<file path="config.mk">
export PLATFORM = sky130hd
export DESIGN_NAME = imem_loader
export DESIGN_NICKNAME = d
export VERILOG_FILES = /design/src/rtl/imem_loader_pkg.sv /design/src/rtl/imem_loader_byte_assembler.sv /design/src/rtl/imem_loader.sv
export SDC_FILE = /design/constraint.sdc
export NUM_CORES = 1
export LEC_CHECK = 0
export CAP_MARGIN = 15
export CORE_ASPECT_RATIO = 1.75
export CORE_UTILIZATION = 40
export CTS_BUF_LIST = sky130_fd_sc_hd__clkbuf_4
export DETAILED_ROUTE_END_ITERATION = 16
export SLEW_MARGIN = 20
export SYNTH_ARGS = -nofsm -noshare
export SYNTH_HDL_FRONTEND = slang
export SYNTH_SLANG_ARGS = --single-unit
export TNS_END_PERCENT = 1
</file>
<file path="constraint.sdc">
create_clock -name clk -period 3.4 [get_ports clk]
set_input_delay 0.34 -clock clk [delete_from_list [all_inputs] [get_ports clk]]
set_output_delay 0.34 -clock clk [all_outputs]
set_load 0.01 [all_outputs]
</file>
<file path="src/rtl/imem_loader_pkg.sv">
// Shared types and constants for the instruction memory loader.
// The checksum feature is selected with IMEM_LOADER_CHECKSUM_EN in imem_loader.sv.
package imem_loader_pkg;

    localparam int LOADER_BYTES_PER_WORD = 4;
    localparam int LOADER_BYTE_W         = 8;

    typedef enum logic [2:0] {
        IDLE,
        LOAD,
        CKSUM,
        RUN,
        ERROR
    } loader_state_t;

endpackage

</file>
<file path="src/rtl/imem_loader_byte_assembler.sv">
// Packs a little-endian byte stream into words. Emits a one-cycle word_vld pulse
// after the fourth byte, or after an early last byte with the upper bytes zero-padded.
module imem_loader_byte_assembler
    import imem_loader_pkg::*;
#(
    parameter int DATA_W = 32
) (
    input  logic                     clk,
    input  logic                     rst_n,
    input  logic                     clr,
    input  logic                     byte_en,
    input  logic [LOADER_BYTE_W-1:0] byte_data,
    input  logic                     byte_last,
    output logic                     closing,
    output logic                     word_vld,
    output logic                     word_last,
    output logic [DATA_W-1:0]        word_data
);

    localparam int CNT_W = $clog2(LOADER_BYTES_PER_WORD);

    logic [CNT_W-1:0]  cnt_r;
    logic [DATA_W-1:0] word_buf_r;
    logic [DATA_W-1:0] merged;

    // The buffer is cleared after every word, so OR-ing in the new byte leaves
    // the not-yet-received upper bytes at zero.
    always_comb begin
        merged  = word_buf_r | (DATA_W'(byte_data) << {cnt_r, 3'b000});
        closing = byte_en &&
                  ((cnt_r == CNT_W'(LOADER_BYTES_PER_WORD - 1)) || byte_last);
    end

    always_ff @(posedge clk or negedge rst_n) begin
        if (!rst_n) begin
            cnt_r      <= '0;
            word_buf_r <= '0;
            word_vld   <= 1'b0;
            word_last  <= 1'b0;
            word_data  <= '0;
        end else if (clr) begin
            cnt_r      <= '0;
            word_buf_r <= '0;
            word_vld   <= 1'b0;
            word_last  <= 1'b0;
            word_data  <= '0;
        end else begin
            word_vld  <= closing;
            word_last <= closing && byte_last;
            if (closing) begin
                word_data  <= merged;
                word_buf_r <= '0;
                cnt_r      <= '0;
            end else if (byte_en) begin
                word_buf_r <= merged;
                cnt_r      <= cnt_r + CNT_W'(1);
            end
        end
    end

endmodule

</file>
<file path="src/rtl/imem_loader.sv">
// Loads a byte-streamed program into instruction memory and holds the core halted until done.
// Optional trailing XOR checksum word: define IMEM_LOADER_CHECKSUM_EN.
module imem_loader
    import imem_loader_pkg::*;
#(
    parameter int ADDR_W    = 8,
    parameter int DATA_W    = 32,
    parameter int MEM_DEPTH = 2 ** ADDR_W
) (
    input  logic                     clk,
    input  logic                     rst_n,
    input  logic                     start_i,
    input  logic                     s_valid_i,
    input  logic [LOADER_BYTE_W-1:0] s_data_i,
    input  logic                     s_last_i,
    output logic                     s_ready_o,
    output logic                     wr_en_o,
    output logic [ADDR_W-1:0]        wr_addr_o,
    output logic [DATA_W-1:0]        wr_data_o,
    output logic                     run_o,
    output logic                     busy_o,
    output logic                     err_o,
    output logic [ADDR_W:0]          word_count_o
);

    loader_state_t     state_r, state_nx;
    logic [ADDR_W-1:0] addr_r;
    logic [ADDR_W:0]   count_r;
    logic              fin_pend_r;

    logic              accept;
    logic              start_take;
    logic              full;
    logic              overflow;
    logic              byte_en;
    logic              byte_last;
    logic              final_byte;

    logic              asm_closing;
    logic              asm_word_vld;
    logic              asm_word_last;
    logic [DATA_W-1:0] asm_word_data;

`ifdef IMEM_LOADER_CHECKSUM_EN
    logic [DATA_W-1:0] xor_r;
`endif

    imem_loader_byte_assembler #(
        .DATA_W (DATA_W)
    ) u_byte_assembler (
        .clk       (clk),
        .rst_n     (rst_n),
        .clr       (start_take),
        .byte_en   (byte_en),
        .byte_data (s_data_i),
        .byte_last (byte_last),
        .closing   (asm_closing),
        .word_vld  (asm_word_vld),
        .word_last (asm_word_last),
        .word_data (asm_word_data)
    );

    // Memory counts as full once every word slot has been written or is being written
    // this cycle; any further byte is an overflow and never reaches the assembler.
    always_comb begin
        accept     = s_valid_i && s_ready_o;
        start_take = start_i && ((state_r == IDLE) || (state_r == RUN) || (state_r == ERROR));
        full       = (count_r + (ADDR_W + 1)'(asm_word_vld)) == (ADDR_W + 1)'(MEM_DEPTH);
        overflow   = accept && (state_r == LOAD) && full;
        byte_en    = accept && !overflow;
        byte_last  = s_last_i && (state_r == LOAD);
        final_byte = asm_closing && (byte_last || (state_r == CKSUM));
    end

    always_ff @(posedge clk or negedge rst_n) begin
        if (!rst_n) begin
            state_r <= IDLE;
        end else begin
            state_r <= state_nx;
        end
    end

    always_comb begin
        state_nx = state_r;
        unique case (state_r)
            IDLE: begin
                if (start_i) state_nx = LOAD;
            end
            LOAD: begin
                if (overflow) begin
                    state_nx = ERROR;
                end else if (asm_word_vld && asm_word_last) begin
`ifdef IMEM_LOADER_CHECKSUM_EN
                    state_nx = CKSUM;
`else
                    state_nx = RUN;
`endif
                end
            end
`ifdef IMEM_LOADER_CHECKSUM_EN
            CKSUM: begin
                if (asm_word_vld) state_nx = (asm_word_data == xor_r) ? RUN : ERROR;
            end
`endif
            RUN, ERROR: begin
                if (start_i) state_nx = LOAD;
            end
            default: state_nx = IDLE;
        endcase
    end

    // Ready drops between the final byte and its word strobe so nothing slips in
    // behind the end of the program or the checksum.
    always_comb begin
        s_ready_o    = ((state_r == LOAD) || (state_r == CKSUM)) && !fin_pend_r;
        busy_o       = (state_r == LOAD) || (state_r == CKSUM);
        run_o        = (state_r == RUN);
        err_o        = (state_r == ERROR);
        wr_en_o      = asm_word_vld && (state_r == LOAD);
        wr_addr_o    = addr_r;
        wr_data_o    = asm_word_data;
        word_count_o = count_r;
    end

    always_ff @(posedge clk or negedge rst_n) begin
        if (!rst_n) begin
            fin_pend_r <= 1'b0;
        end else if (start_take) begin
            fin_pend_r <= 1'b0;
        end else if (final_byte) begin
            fin_pend_r <= 1'b1;
        end else if (asm_word_vld) begin
            fin_pend_r <= 1'b0;
        end
    end

    // The address saturates at the last slot; the overflow check stops further writes.
    always_ff @(posedge clk or negedge rst_n) begin
        if (!rst_n) begin
            addr_r  <= '0;
            count_r <= '0;
        end else if (start_take) begin
            addr_r  <= '0;
            count_r <= '0;
        end else if (wr_en_o) begin
            if (addr_r != ADDR_W'(MEM_DEPTH - 1)) addr_r <= addr_r + ADDR_W'(1);
            count_r <= count_r + (ADDR_W + 1)'(1);
        end
    end

`ifdef IMEM_LOADER_CHECKSUM_EN
    always_ff @(posedge clk or negedge rst_n) begin
        if (!rst_n) begin
            xor_r <= '0;
        end else if (start_take) begin
            xor_r <= '0;
        end else if (wr_en_o) begin
            xor_r <= xor_r ^ asm_word_data;
        end
    end
`endif

endmodule

</file>
==> flow_summary.toml, run 1 <==
[synth]
synth_seq_cells = 89
synth_nets = 446
syn_area_per_cell_sq_um = 10.3
yosysUniqueCellTypes = 45
syn_inst = 428
synth_edf_count = 0
yosysWarnings = 0
async_flop_share_pct = 100
synth_top_area_share_pct = 50.5
netlist_area_sq_um = 4410
synthTopCellsByArea = "dfrtp_1 (51%), mux2i_1 (7.7%), nor3_2 (6.6%)"
synth_top_area_cell = "dfrtp_1"
ys_seq_area_share_pct = 50.5
synth-main-ff-cell = "dfrtp_1"

[critical_path]
path_max_fanout = 8
worstPathRequired_ps = 3060
end_kind = "output port"
cp_data_arrival_time_ps = 2310
path_class = "flip-flop to output port"
reg2reg_depth = 8
critPathLaunchType = "flip-flop"

[min_path]
hp-class = "input pin to asynchronous set/reset pin"

[timing]
fin_tns_setup_ps = 0
period_needed_ps = 2650
setup_viol = 0
fin_skew_ps = 24.4
final_hold_viol_count = 0
post-route-period-util_pct = 77.9
report.final.slew_viol_count = 0
max_clock_freq_ghz = 0.378
tightestPinTransition_ps = 1100
rsz0062_at_grt = "no"
relSlewSlack_pct = 26.5

[route]
vias = 3488
wl_per_cell_um = 17.0
drt_pass1_iterations = 4
vias_per_cell = 5.63
drtAntennaViolNets = 0
drc_errors = 0
drtIter0Drc = 228
drt_wl_total_um = 10500

[floorplan]
dieArea_sq_um = 11500
rows = 50
dieWidth_um = 81.3
initial_core_util_pct = 41.2
core_sq_um = 10700
io_pins = 67
die_h_um = 141

[global_route]
gr-usage-all-layers_pct = 19.7
overflow = 0
grt_pass1_wl_um = 17200
first_global_vias = 3418
grt_max_degree = 66
antenna_found_initial = 1

[outcome]
status = "completed"

[cts]
postCtsSetupBuffers = 0
cts_resized = 0
cts_tree = "yes"
clkLatencyLatePin_ps = 440
tritoncts.num_buffers = 9
clockBufferDepth = 2
path_clk_slew_ps = 140
cts.sinks = 89
h-tree-depth = 3
root_buffer = "clkbuf_4"
cts_hold_buf = 1

[placement]
gp_congestion = 0.836
port_buffers = 66
dp.cells = 601
dp.final_hpwl_um = 6910

[layout]
final_cell_mix = "dfrtp_1 (89), clkdlybuf4s50_1 (65), nand2_1 (41)"
finalNetCount = 501
final_cells = 619
layout_commonest_cell = "dfrtp_1"
layout-drive-gt1-share_pct = 11.7
areaGrowthSynthToFinish_pct = 20.8

[power]
vdd_drop_max_uv = 311
power.leakage_nw = 2.18
p_per_area_nw_per_um2 = 677

[job]
cap_viol_max_count = 0
[worst paths after layout]
check,startpoint,slack (ps),endpoint
max,state_r[2]$_DFFE_PN0P_,750,wr_en_o
min,rst_n,230,word_count_o[2]$_DFFE_PN0P_
max reg2reg,word_count_o[0]$_DFFE_PN0P_,780,u_byte_assembler.word_data[20]$_DFFE_PN0P_
min reg2reg,u_byte_assembler.word_last$_DFF_PN0_,530,state_r[1]$_DFFE_PN0P_
max in group asynchronous,rst_n,2410,u_byte_assembler.word_vld$_DFF_PN0_
min in group clk,u_byte_assembler.word_last$_DFF_PN0_,530,state_r[1]$_DFFE_PN0P_
[final cells by class]
type / count / area [sq um]
Fill cell: 972 / 5380
Sequential cell: 89 / 2230
Multi-Input combinational cell: 301 / 2010
Timing Repair Buffer: 75 / 741
Tap cell: 130 / 163
Clock inverter: 7 / 83.8
Clock buffer: 9 / 67.6
Inverter: 7 / 26.3
Antenna cell: 1 / 2.50
[logic make-up after synthesis]
kind of cell	Yosys count	synth area share, %
AO/OA/AOI/OAI	119	15.6
XOR/XNOR	13	2.58
multiplexers	34	7.72
adder cells (fa/ha/maj)	5	1.42
buffers and inverters	38	4.34
flip-flops	89	50.5
AND/OR/NAND/NOR	130	17.8
[synthesized netlist by cell type, drive strengths merged (4+ instances only)]
library cell and count:
clkbuf 19, a31oi 33, nor2b 5, xor2 5, a21oi 37, dfrtp 89
xnor2 8, inv 7, ha 5, buf 12, nand3 7, o21ai 39
nand4 4, nand2 41, mux2i 34, nor3 33, nor2 19
[worst max-delay path: stages (launching register included)]
cell,delay (ps)
dfrtp_1,480
nor4bb_1,600
buf_4,270
clkdlybuf4s50_1,540
[routing by layer]
metal | part of all wire [%] | routed length (um) | track usage, %
met5 | 0 | 0 | 0
met2 | 51 | 5360 | 32.4
met3 | 4.3 | 452 | 2.72
met4 | 3.7 | 386 | 10.6
met1 | 41 | 4350 | 24.3
[where the power goes]
| group | internal (W) | switching [W] |
|---|---|---|
| logic | 0.000673 | 0.000790 |
| clock network | 0.000292 | 0.000353 |
| registers | 0.00129 | 0.000204 |
[through the flow]
| step | area (sq um) | total power [W] | hold WS (ps) | setup WS [ps] | util, % |
|---|---|---|---|---|---|
| after CTS | 5320 | 0.00365 | 207 | 706 | 49.7 |
| after floorplan | 4410 | 0.00240 | 44.4 | 877 | - |
| final | 5320 | 0.00360 | 235 | 753 | 49.7 |
| after global placement | 5150 | 0.00295 | 161 | 844 | 48.2 |
| after global routing | 5320 | 0.00385 | 220 | 599 | 49.7 |
| after detailed placement | 5150 | 0.00299 | 163 | 776 | 48.2 |
[registers in the layout (all words and copies together) (netlist names)]
signal,count
fin_pend_r,1
state_r,3
u_byte_assembler.cnt_r,2
u_byte_assembler.word_buf_r,32
u_byte_assembler.word_data,32
u_byte_assembler.word_last,1
u_byte_assembler.word_vld,1
word_count_o,9
wr_addr_o,8
(Power assumes the default switching activity.)
==> inputs of run 2 (changes only) <==
==> constraint.sdc (replaced) <==
create_clock -name clk -period 2.7 [get_ports clk]
set_input_delay 0.27 -clock clk [delete_from_list [all_inputs] [get_ports clk]]
set_output_delay 0.27 -clock clk [all_outputs]
set_load 0.01 [all_outputs]
==> flow_summary.toml, run 2 (synthesis results as in run 1) <==
[outcome]
status = "completed"

[cts]
postCtsSetupBuffers = 0
cts.sinks = 89
root_buffer = "clkbuf_4"
clockBufferDepth = 2
clkLatencyLatePin_ps = 440
cts_tree = "yes"
path_clk_slew_ps = 150
h-tree-depth = 3
tritoncts.num_buffers = 9

[power]
p_per_area_nw_per_um2 = 858
vdd_drop_max_uv = 463
power.leakage_nw = 2.22
power_w = 0.00463

[floorplan]
rows = 50
initial_core_util_pct = 41.2
die_h_um = 141
core_sq_um = 10700
io_pins = 67
dieArea_sq_um = 11500
dieWidth_um = 81.3

[timing]
tightestPinTransition_ps = 968
post-route-period-util_pct = 95.7
final_hold_viol_count = 0
period_needed_ps = 2580
setup_viol = 0
relSlewSlack_pct = 35.2
fin_skew_ps = 15.2
fin_tns_setup_ps = 0
rsz0062_at_grt = "yes"
max_clock_freq_ghz = 0.387
report.final.slew_viol_count = 0

[placement]
dp.final_hpwl_um = 7140
gp_congestion = 0.831
port_buffers = 66

[route]
drt_wl_total_um = 10800
drt_pass1_iterations = 4
wl_per_cell_um = 17.2
drc_errors = 0
vias = 3521
vias_per_cell = 5.63
drtAntennaViolNets = 0
drtIter0Drc = 176

[critical_path]
path_class = "flip-flop to flip-flop"
critPathLaunchType = "flip-flop"
end_kind = "flip-flop"
path_max_fanout = 51
worstPathRequired_ps = 3080
cp_data_arrival_time_ps = 2960

[job]
cap_viol_max_count = 0

[layout]
layout-drive-gt1-share_pct = 13.4
final_cell_mix = "dfrtp_1 (89), clkdlybuf4s50_1 (65), nand2_1 (41)"
layout_commonest_cell = "dfrtp_1"
finalNetCount = 507
areaGrowthSynthToFinish_pct = 22.4

[global_route]
gr-usage-all-layers_pct = 20.5
overflow = 0
antenna_found_initial = 1
grt_max_degree = 52
first_global_vias = 3493
grt_pass1_wl_um = 17800

[min_path]
hp-class = "input pin to asynchronous set/reset pin"
run 2: changes by cell type in the layout (fill, tap and decap cells not counted), sizes merged:
cell | before | now
inv | 8 | 7
buf | 9 | 15
clkbuf | 9 | 10
run 2: per-layer routing:
metal / global-route usage [%] / wire, um
met1: 25.6 / 4410
met2: 33.8 / 5740
met3: 3.24 / 397
met4: 9.30 / 218
met5: 0 / 0
run 2: cell type report:
cell class	instances	area, sq um
Inverter	7	26.3
Fill cell	995	5310
Timing Repair Buffer	81	802
Clock buffer	10	75.1
Antenna cell	1	2.50
Clock inverter	6	82.6
Sequential cell	89	2230
Tap cell	130	163
Multi-Input combinational cell	301	2010
run 2: path summary, 6_finish.rpt:
kind                                                       from                                         end  slack, ps  cells past startpoint
max in group asynchronous                                 rst_n  u_byte_assembler.word_data[28]$_DFFE_PN0P_       1690                      3
setup reg to reg            u_byte_assembler.word_vld$_DFF_PN0_   u_byte_assembler.word_data[2]$_DFFE_PN0P_        120                      8
min in group clk                                       s_last_i        u_byte_assembler.word_last$_DFF_PN0_        500                      2
hold reg to reg            u_byte_assembler.word_last$_DFF_PN0_                      state_r[1]$_DFFE_PN0P_        520                      1
hold / removal                                            rst_n                 word_count_o[4]$_DFFE_PN0P_        350                      2
setup / recovery            u_byte_assembler.word_vld$_DFF_PN0_   u_byte_assembler.word_data[2]$_DFFE_PN0P_        120                      8
run 2: stage by stage:
step	utilization [%]	hold WS, ps	cells	cell area (sq um)	worst slack, ps
floorplan	-	-25.6	428	4410	177
global placement	48.7	311	607	5210	293
detailed placement	48.7	320	607	5210	154
CTS	50.3	354	624	5380	59.1
global route	50.4	372	625	5390	-35.5
finish	50.4	353	625	5390	116
run 2: worst max-delay path: stages, from the launching register on:
cell and delay [ps]:
dfrtp_1 420, ha_1 250, ha_1 240, and4b_1 220, o211a_1 230, o221ai_2 240, nor3b_4 300, buf_12 320
mux2i_1 240
run 2: power by group:
part	total, W	switching, W	internal (W)
clock	0.000837	0.000455	0.000382
combinational	0.00193	0.00103	0.000901
sequential	0.00186	0.000236	0.00162
total	0.00463	0.00172	0.00291
run 2: timing repair:
action                                 CTS  global route
resized for setup                        0             2
endpoints found under the hold margin   43             0
setup endpoints to repair                0             4
hold buffers                             1             0
